[config.mk]
export PLATFORM = sky130hd
export DESIGN_NAME = inventory_access_scheduler
export DESIGN_NICKNAME = d
export VERILOG_FILES = /design/src/rtl/inventory_access_scheduler_pkg.sv /design/src/rtl/inventory_access_scheduler_rr_arbiter.sv /design/src/rtl/inventory_access_scheduler.sv
export SDC_FILE = /design/constraint.sdc
export NUM_CORES = 1
export LEC_CHECK = 0
export BUFFER_PORTS_ARGS = -buffer_cell sky130_fd_sc_hd__buf_2
export CORE_MARGIN = 2
export CORE_UTILIZATION = 58
export DETAILED_ROUTE_END_ITERATION = 6
export HOLD_SLACK_MARGIN = 0.12
export MAX_ROUTING_LAYER = met4
export PLACE_DENSITY = 0.95
export SYNTH_ARGS = -nofsm -noshare
export SYNTH_HDL_FRONTEND = slang
export SYNTH_HIERARCHICAL = 1
export SYNTH_SLANG_ARGS = --single-unit
[constraint.sdc]
create_clock -name i_clk -period 5.3 [get_ports i_clk]
set_input_delay 1.59 -clock i_clk [delete_from_list [all_inputs] [get_ports i_clk]]
set_output_delay 1.59 -clock i_clk [all_outputs]
set_load 0.02 [all_outputs]
[src/rtl/inventory_access_scheduler_pkg.sv]
// Shared types for the inventory access scheduler: slot kinds and the queued fill record.
package inventory_sched_pkg;

  localparam int FILL_SID_W = 2;
  localparam int FILL_QTY_W = 32;

  typedef enum logic [1:0] {
    SLOT_IDLE,
    SLOT_WRITE,
    SLOT_READ
  } slot_e;

  typedef struct packed {
    logic [FILL_SID_W-1:0] stock_id;
    logic [FILL_QTY_W-1:0] qty;
    logic                  side;
  } fill_t;

endpackage

[src/rtl/inventory_access_scheduler_rr_arbiter.sv]
// Round-robin arbiter: grants the first requester at or after the pointer;
// the pointer moves past the winner only when the grant is consumed (advance).
module rr_arbiter #(
  parameter int NUM_REQ = 2
) (
  input  logic               clk,
  input  logic               rst_n,
  input  logic [NUM_REQ-1:0] req,
  input  logic               advance,
  output logic [NUM_REQ-1:0] grant
);

  localparam int PTR_W = (NUM_REQ > 1) ? $clog2(NUM_REQ) : 1;

  logic [PTR_W-1:0]   ptr;
  logic [PTR_W-1:0]   next_ptr;
  logic [NUM_REQ-1:0] masked;
  logic [NUM_REQ-1:0] pick;
  logic               found;

  // Requests at or above the pointer win; otherwise wrap to the lowest request.
  always_comb begin
    masked   = '0;
    grant    = '0;
    next_ptr = ptr;
    found    = 1'b0;
    for (int i = 0; i < NUM_REQ; i++) begin
      masked[i] = req[i] && (i >= int'(ptr));
    end
    pick = (masked != '0) ? masked : req;
    for (int i = 0; i < NUM_REQ; i++) begin
      if (!found && pick[i]) begin
        found    = 1'b1;
        grant[i] = 1'b1;
        next_ptr = (i == NUM_REQ - 1) ? '0 : PTR_W'(i + 1);
      end
    end
  end

  always_ff @(posedge clk or negedge rst_n) begin
    if (!rst_n) begin
      ptr <= '0;
    end else if (advance && found) begin
      ptr <= next_ptr;
    end
  end

endmodule

[src/rtl/inventory_access_scheduler.sv]
// Single-port scheduler for the normalised-inventory store: arbitrated fills are queued
// and written one per cycle, reads bypass the queue unless a queued fill targets the same stock.
module inventory_access_scheduler
  import inventory_sched_pkg::*;
#(
  parameter int NUM_REQ      = 2,
  parameter int NUM_STOCKS   = 4,
  parameter int DATA_WIDTH   = 32,
  parameter int FP_WORD_SIZE = 64,
  parameter int FIFO_DEPTH   = 4,
  localparam int SID_W       = $clog2(NUM_STOCKS)
) (
  input  logic                          i_clk,
  input  logic                          i_reset_n,
  input  logic [NUM_REQ-1:0]            i_fill_valid,
  input  logic [NUM_REQ*SID_W-1:0]      i_fill_stock_id,
  input  logic [NUM_REQ*DATA_WIDTH-1:0] i_fill_qty,
  input  logic [NUM_REQ-1:0]            i_fill_side,
  output logic [NUM_REQ-1:0]            o_fill_ready,
  input  logic                          i_rd_valid,
  input  logic [SID_W-1:0]              i_rd_stock_id,
  output logic                          o_rd_ready,
  output logic                          o_rd_valid,
  output logic [FP_WORD_SIZE-1:0]       o_rd_norm_inventory,
  output logic [SID_W-1:0]              o_inv_stock_id,
  output logic                          o_inv_execute_order,
  output logic [DATA_WIDTH-1:0]         o_inv_execute_order_quantity,
  output logic                          o_inv_execute_order_side,
  input  logic [FP_WORD_SIZE-1:0]       i_inv_norm_inventory
);

  localparam int AW = $clog2(FIFO_DEPTH);
  localparam logic [AW:0] DEPTH_CNT = (AW + 1)'(FIFO_DEPTH);

  fill_t               mem [FIFO_DEPTH];
  logic [FIFO_DEPTH-1:0] occ;
  logic [AW-1:0]       wr_ptr;
  logic [AW-1:0]       rd_ptr;
  logic [AW:0]         count;
  logic                full;
  logic                empty;
  logic                push;
  logic                pop;
  logic                hazard;
  logic                rd_pending;
  logic [NUM_REQ-1:0]  grant;
  fill_t               push_data;
  fill_t               head;
  slot_e               slot;

  rr_arbiter #(.NUM_REQ(NUM_REQ)) u_arb (
    .clk     (i_clk),
    .rst_n   (i_reset_n),
    .req     (i_fill_valid),
    .advance (push),
    .grant   (grant)
  );

  // Handshakes: a transfer happens in any cycle where valid && ready; ready may depend on valid,
  // and both readies are held low while reset is asserted.
  assign full         = (count == DEPTH_CNT);
  assign empty        = (count == '0);
  assign o_fill_ready = (i_reset_n && !full) ? grant : '0;
  assign push         = |(o_fill_ready & i_fill_valid);
  assign pop          = (slot == SLOT_WRITE);
  assign o_rd_ready   = i_reset_n && (slot == SLOT_READ);
  assign head         = mem[rd_ptr];

  always_comb begin
    push_data = '0;
    for (int i = 0; i < NUM_REQ; i++) begin
      if (grant[i]) begin
        push_data.stock_id = i_fill_stock_id[i*SID_W +: SID_W];
        push_data.qty      = i_fill_qty[i*DATA_WIDTH +: DATA_WIDTH];
        push_data.side     = i_fill_side[i];
      end
    end
  end

  // A read must not overtake any queued fill for the same stock.
  always_comb begin
    hazard = 1'b0;
    for (int i = 0; i < FIFO_DEPTH; i++) begin
      if (occ[i] && (mem[i].stock_id == i_rd_stock_id)) hazard = 1'b1;
    end
  end

  always_comb begin
    slot = SLOT_IDLE;
    if (full)                         slot = SLOT_WRITE;
    else if (i_rd_valid && !hazard)   slot = SLOT_READ;
    else if (!empty)                  slot = SLOT_WRITE;
  end

  always_ff @(posedge i_clk) begin
    if (push) mem[wr_ptr] <= push_data;
  end

  always_ff @(posedge i_clk or negedge i_reset_n) begin
    if (!i_reset_n) begin
      occ    <= '0;
      wr_ptr <= '0;
      rd_ptr <= '0;
      count  <= '0;
    end else begin
      if (pop) begin
        occ[rd_ptr] <= 1'b0;
        rd_ptr      <= rd_ptr + AW'(1);
      end
      if (push) begin
        occ[wr_ptr] <= 1'b1;
        wr_ptr      <= wr_ptr + AW'(1);
      end
      case ({push, pop})
        2'b10:   count <= count + (AW + 1)'(1);
        2'b01:   count <= count - (AW + 1)'(1);
        default: count <= count;
      endcase
    end
  end

  always_ff @(posedge i_clk or negedge i_reset_n) begin
    if (!i_reset_n) begin
      rd_pending                   <= 1'b0;
      o_rd_valid                   <= 1'b0;
      o_rd_norm_inventory          <= '0;
      o_inv_stock_id               <= '0;
      o_inv_execute_order          <= 1'b0;
      o_inv_execute_order_quantity <= '0;
      o_inv_execute_order_side     <= 1'b0;
    end else begin
      rd_pending <= (slot == SLOT_READ);
      o_rd_valid <= rd_pending;
      if (rd_pending) o_rd_norm_inventory <= i_inv_norm_inventory;
      case (slot)
        SLOT_WRITE: begin
          o_inv_stock_id               <= head.stock_id;
          o_inv_execute_order_quantity <= head.qty;
          o_inv_execute_order_side     <= head.side;
          o_inv_execute_order          <= 1'b1;
        end
        SLOT_READ: begin
          o_inv_stock_id      <= i_rd_stock_id;
          o_inv_execute_order <= 1'b0;
        end
        default: o_inv_execute_order <= 1'b0;
      endcase
    end
  end

endmodule

==> impl_summary.txt, run 1 <==
----------------------------------------------------
[Status]
  Result of the run ... finished clean

[Place]
  Global placer's final weighted congestion ... approximately 0.83
  Count of input and output buffers ... roughly 240
  Worst slack at placement ... about 1.0 ns
  HPWL after DPL ... 14400 um

[Synth]
  Instance count of the mapped netlist ... ~540
  Top-count cell post-synth ... edfxtp_1
  Total of warnings raised by yosys ... 6
  Share of Yosys cell area claimed by the top area cell type ... 41.3%
  Distinct cell type count after synthesis ... 33
  Synthesized Nets ... roughly 700
  Post-synthesis sequential area ratio ... 69.4%
  Synth area leaders ... edfxtp_1 41%, dfrtp_1 28%, mux2_2 7.8%
  Combined area of all synthesized cells ... approximately 10000 sq um
  Number of flops mapped to enable cells by yosys ... 140
  Synth Flop Type ... edfxtp_1
  Top cell type by total area after synthesis ... edfxtp_1
  Syn avg cell area ... roughly 19 sq um
  Most instantiated cells after synthesis ... 140 x edfxtp_1, 114 x dfrtp_1, 70 x mux2_2
  Synthesis-stage register bit count ... between 200 and 300
  Async set or reset register ratio after synthesis ... 44.9%

[Clock tree]
  H-tree depth ... 1
  Library cell used as clock root buffer ... clkbuf_16
  Clock transition at the registers of the reported paths ... roughly 0.070 ns
  Count of instances resized after the clock tree is built ... 0
  Total CTS buffers ... 25
  Number of hold buffers added after cts ... 0
  Latest clock arrival within the worst-skew pair ... between 0.5 and 0.6 ns
  CTS max path bufs ... 3
  Clock net sink count ... 254
  TritonCTS clock tree ... yes
  Setup repair bufs after CTS ... 0

[GRT]
  Pin count of the biggest net entering global routing ... 83
  Number of antenna violations at the first check in global routing ... 2
  Global-route wire length before repair ... approximately 32000 um
  Most used routing layer in global routing ... met2
  Met1 Usage GRT ... roughly 29%
  Global routing usage summed across all routing layers ... 24.0%
  Leftover overflow at the end of global routing ... 0
  Met3 capacity usage during global routing ... 4.55%
  Met2 track utilization from global routing ... 41.9%
  Number of global-route vias before repair ... roughly 5900

[Detailed routing]
  Remaining DRCs ... 0
  DR vias ... about 5800
  Drt first-iter violations ... 306
  Via density per instance ... about 5.6
  Detail Route Antenna Nets ... 0
  First drt pass iteration count ... 4
  Routed wire length ... between 20000 and 25000 um
  Final routed wire length divided by cell count ... roughly 21 um

[Worst setup path]
  Critical Path Slowest Stage Cell ... xnor2_1
  Worst Setup End Kind ... primary output
  Delay of the slowest critical-path stage ... roughly 0.27 ns
  Cell-by-cell trace of the critical path ... buf_2 -> xnor2_1 -> nand3_1 -> and3_1 -> and3_1 -> buf_2
  Crit path max fanout ... 7
  Worst Path Arrival ... between 2 and 3 ns
  Crit Path Category ... in2out
  Required time at the endpoint of the critical path ... between 3 and 4 ns
  Kind of start point of the critical path ... input port

[Die]
  Initial core utilization ... between 50% and 60%
  Core Region ... ~17000 sq um
  Die outline area ... around 19000 sq um
  Boundary pin count ... between 200 and 250
  Width of the die ... roughly 140 um
  Die boundary height ... 136 um
  Placement row count ... between 40 and 50

[Timing]
  Crit share post-route ... approximately 83%
  TNS Setup ... 0 ns
  Final WS setup ... roughly 0.88 ns
  Unrepaired setup endpoints after global routing ... false
  Final hold violation count ... 0
  Slew at the pin closest to its max-slew limit ... 1.06 ns
  Relative max-transition margin ... roughly 30%
  Fmax achieved ... approximately 230 MHz
  Max Slew Vio Count ... 0
  Final setup fails ... 0
  Largest clock skew in the final design ... 0.0186 ns
  Clock period minus worst slack ... ~4.4 ns

[Finish]
  Area growth, synth to finish ... 22.9%
  Final core utilization ... between 70% and 80%
  Share of cells above drive strength 1 ... between 50% and 60%
  Number of nets in the layout ... between 900 and 1000
  Total of fill cells in the finished design ... roughly 1000

[Power and ir drop]
  Static leakage power ... roughly 5.2 nW
  P per Cell Area ... 620 nW/um^2
  IR drop worst, VDD ... 0.409 mV
  Power, Total ... roughly 7.8 mW

[Flow run]
  Number of max-capacitance violations reported ... 0

[Min path]
  Hold Path Class ... reg2reg

----------------------------------------------------
layer usage:
layer  up-vias  share of wire [%]  wire length (um)
met5         -                  0                 0
met4         0                2.2               486
met3        40                7.4              1640
met2       261                 52             11400
met1      2941                 39              8490
li1       2576                  -                 -
worst paths after layout:
| check | from | to | slack, ns | cells after the start |
|---|---|---|---|---|
| setup / recovery | i_rd_stock_id[1] | o_rd_ready | 0.88 | 6 |
| hold / removal | count[2] | count[2] | 0.50 | 1 |
| setup reg to reg | u_arb/ptr | mem[2][17] | 2.54 | 5 |
| hold reg to reg | count[2] | count[2] | 0.50 | 1 |
| max in group asynchronous | i_reset_n | rd_pending | 2.72 | 2 |
| min in group asynchronous | i_reset_n | o_inv_execute_order_quantity[21] | 1.05 | 1 |
sequential cells by signal, summed over array words and instances, names as in the netlist:
signal and flops:
rd_pending 1, o_inv_execute_order_side 1, occ 4, o_rd_valid 1, o_inv_execute_order_quantity 32, count 3
o_rd_norm_inventory 64, mem 140, o_inv_execute_order 1, u_arb/ptr 1, o_inv_stock_id 2, wr_ptr 2
rd_ptr 2
critical path: cells and delay by family:
kind                   cells  cell delay, ns
AND/OR/NAND/NOR            3            0.65
buffers and inverters      2            0.31
XOR/XNOR                   1            0.27
area by class of cell:
class / count / area (sq um) / share of cell area [%]
sequential: 254 / 7060 / 56.5
antenna: 2 / 5.00 / 0.0401
inverter: 14 / 52.6 / 0.421
clock buffer: 26 / 629 / 5.04
timing repair buffer: 249 / 1260 / 10.1
clock inverter: 19 / 319 / 2.55
tap: 225 / 282 / 2.25
multi-input combinational: 241 / 2890 / 23.1
metrics by stage:
| step | std cells | area [sq um] | hold WS, ns |
|---|---|---|---|
| final | 1030 | 12500 | 0.496 |
| after CTS | 1028 | 12500 | 0.498 |
| after floorplan | 541 | 10200 | 0.352 |
| after global placement | 983 | 11500 | 0.476 |
| after detailed placement | 983 | 11500 | 0.485 |
| after global routing | 1030 | 12500 | 0.510 |
cells in the final DEF (no fill, tap or decap), types with 9 or more instances in the layout:
cell type    n
a22o_1      35
buf_2      243
inv_1       14
mux2_4      28
clkbuf_16   25
edfxtp_1   140
ha_1         9
mux2_2      70
dfrtp_1    111
mux4_2      35
xnor2_1     11
where the power goes:
part	switching, mW	leakage (nW)	internal [mW]	total (mW)
Combinational	1.43	2.16	1.27	2.69
Sequential	0.354	2.62	2.69	3.04
Clock	0.756	0.459	1.26	2.02
cell families after synthesis:
group           count (synthesis)  share of synthesized area [%]
xor+xnor                       13                           1.12
flops                         254                           69.4
simple gates                   30                           1.67
compound gates                 52                           4.12
buf+inv                        46                           2.47
mux                           136                           19.9
fa+ha+maj                      10                           1.30
Power figures use the tool's default switching activity.
==> run 2, diff against run 1 <==
--- a/config.mk
+++ b/config.mk
@@ -7,11 +7,11 @@
 export LEC_CHECK = 0
 export BUFFER_PORTS_ARGS = -buffer_cell sky130_fd_sc_hd__buf_2
 export CORE_MARGIN = 2
-export CORE_UTILIZATION = 58
+export CORE_UTILIZATION = 53
 export DETAILED_ROUTE_END_ITERATION = 6
 export HOLD_SLACK_MARGIN = 0.12
 export MAX_ROUTING_LAYER = met4
-export PLACE_DENSITY = 0.95
+export PLACE_DENSITY = 0.88
 export SYNTH_ARGS = -nofsm -noshare
 export SYNTH_HDL_FRONTEND = slang
 export SYNTH_HIERARCHICAL = 1
==> constraint.sdc (replaced) <==
create_clock -name i_clk -period 4.1 [get_ports i_clk]
set_input_delay 1.23 -clock i_clk [delete_from_list [all_inputs] [get_ports i_clk]]
set_output_delay 1.23 -clock i_clk [all_outputs]
set_load 0.02 [all_outputs]
==> run 2 against run 1 <==
Net effect: non-clock buffer count is 6 higher; utilization is 5.6 points lower; cell count increased by 1.7%; clock-buffer cell count grew 7; cell area up 0.50%; combinational power up 27%; clock power up 23%; global-route usage fell by 1.0 points; critical endpoint unchanged; critical path depth stayed put; via count down 0.62%; worst hold slack barely moved; total power up 28%; largest cell class unchanged.
==> impl_summary.txt, run 2 (synthesis results as in run 1) <==
----------------------------------------------------
[Detailed routing]
  Via density per instance ... 5.52
  DR vias ... around 5800
  Remaining DRCs ... 0
  Detail Route Antenna Nets ... 0
  Drt first-iter violations ... approximately 310
  Final routed wire length divided by cell count ... about 22 um
  Routed wire length ... ~23000 um
  First drt pass iteration count ... 4

[Status]
  Result of the run ... finished clean

[Place]
  HPWL after DPL ... ~15000 um
  Global placer's final weighted congestion ... approximately 0.83
  Count of input and output buffers ... 244
  Number of placed cells counting well taps ... 998
  Area after DPL ... ~12000 sq um

[Timing]
  Final hold violation count ... 0
  Max Slew Vio Count ... 0
  Relative max-transition margin ... roughly 30%
  Crit share post-route ... 86.7%
  TNS Setup ... 0 ns
  Final setup fails ... 0
  Unrepaired setup endpoints after global routing ... false
  Fmax achieved ... around 280 MHz
  Largest clock skew in the final design ... roughly 0.028 ns
  Clock period minus worst slack ... between 3 and 4 ns
  Hold slack ... slightly below 0.5 ns
  Slew at the pin closest to its max-slew limit ... between 1 and 1.5 ns

[Finish]
  Post-layout instance count excluding filler cells ... around 1000
  Share of cells above drive strength 1 ... 54.4%
  Post-route cell area ... 12600 sq um
  Most frequent cells in the layout ... 243 x buf_2, 140 x edfxtp_1, 111 x dfrtp_1
  Leading registers by flop count ... mem x140, o_rd_norm_inventory x64, o_inv_execute_order_quantity x32
  Number of nets in the layout ... approximately 940
  Max reg flops ... 140
  Leading cell type in the layout, fill and taps excluded ... buf_2
  Most flop-heavy register ... mem
  Area growth, synth to finish ... 23.5%

[GRT]
  Pin count of the biggest net entering global routing ... 60
  Number of antenna violations at the first check in global routing ... 1
  Number of global-route vias before repair ... 6054
  Global routing usage summed across all routing layers ... 23.0%
  Global-route wire length before repair ... about 34000 um
  Leftover overflow at the end of global routing ... 0

[Clock tree]
  Count of instances resized after the clock tree is built ... 0
  Latest clock arrival within the worst-skew pair ... about 0.54 ns
  Number of hold buffers added after cts ... 0
  Clock transition at the registers of the reported paths ... 0.06 ns
  Library cell used as clock root buffer ... clkbuf_16
  H-tree depth ... 1
  Total CTS buffers ... 26
  Setup repair bufs after CTS ... 0
  CTS max path bufs ... 3
  TritonCTS clock tree ... yes
  Clock net sink count ... 254

[Die]
  Core Region ... around 19000 sq um
  Die boundary height ... approximately 140 um
  Boundary pin count ... 245
  Initial core utilization ... 54.2%
  Die outline area ... 20300 sq um
  Width of the die ... 143 um
  Placement row count ... 50

[Power and ir drop]
  Static leakage power ... 5.27 nW
  P per Cell Area ... around 800 nW/um^2
  IR drop worst, VDD ... between 0.4 and 0.5 mV

[Worst setup path]
  Cell family contributing the most delay on the critical path ... simple AND/OR/NAND/NOR gates
  Worst Path Arrival ... between 2 and 2.5 ns
  Crit Path Category ... in2out
  Worst Setup End Kind ... primary output
  Kind of start point of the critical path ... input port
  Cell-by-cell trace of the critical path ... buf_2 -> xnor2_1 -> nand3_1 -> and3_1 -> and3_1 -> buf_2
  Number of buffers and inverters on the critical path ... 2
  Delay of the slowest critical-path stage ... ~0.27 ns
  Critical Path Slowest Stage Cell ... and3_1
  Crit path max fanout ... 7
  Required time at the endpoint of the critical path ... 2.87 ns

[Flow run]
  Number of max-capacitance violations reported ... 0

[Min path]
  Hold Path Class ... reg2reg

----------------------------------------------------
run 2: path summary, 6_finish.rpt:
kind / from / slack [ns] / to / cells past startpoint
setup / recovery: i_rd_stock_id[0] / 0.55 / o_rd_ready / 6
hold / removal: count[0] / 0.50 / count[0] / 1
setup reg to reg: rd_ptr[0] / 1.74 / o_inv_execute_order_quantity[20] / 3
hold reg to reg: count[0] / 0.50 / count[0] / 1
max in group asynchronous: i_reset_n / 1.94 / o_rd_norm_inventory[7] / 3
min in group asynchronous: i_reset_n / 0.51 / occ[2] / 1
run 2: per-layer routing:
layer | up-vias | routed length (um) | track usage [%] | share of wire, %
li1 | 2584 | - | - | -
met1 | 2861 | 8390 | 26.8 | 37
met5 | - | 0 | - | 0
met4 | 0 | 512 | 6.15 | 2.3
met3 | 47 | 1840 | 4.88 | 8.1
met2 | 290 | 11800 | 40.8 | 52
run 2: final cells by class:
class                           count  area [sq um]
Clock inverter                     15           213
Sequential cell                   254          7060
Antenna cell                        2          5.00
Clock buffer                       33           697
Inverter                           14          52.6
Timing Repair Buffer              255          1360
Tap cell                          234           293
Fill cell                        1243          6210
Multi-Input combinational cell    241          2880
run 2: report_power, final:
part	switching, mW	total, mW	internal (mW)
Sequential	0.546	4.02	3.47
Combinational	1.77	3.42	1.66
Clock	0.963	2.48	1.52
run 2: worst register-to-register path, cell delays in order (launching register included):
cell and delay (ns):
dfrtp_2 0.86, buf_4 0.47, mux4_2 0.61, mux2_2 0.29
run 2: metrics by stage:
| step | setup WS [ns] | total power [mW] | util [%] |
|---|---|---|---|
| final | 0.546 | 9.92 | 66.9 |
| after global routing | 0.470 | 10.4 | 66.9 |
| after CTS | 0.552 | 10.0 | 66.9 |
| after detailed placement | 0.552 | 7.50 | 62.0 |
| after global placement | 0.581 | 7.39 | 62.0 |
| after floorplan | 0.572 | 6.41 | - |
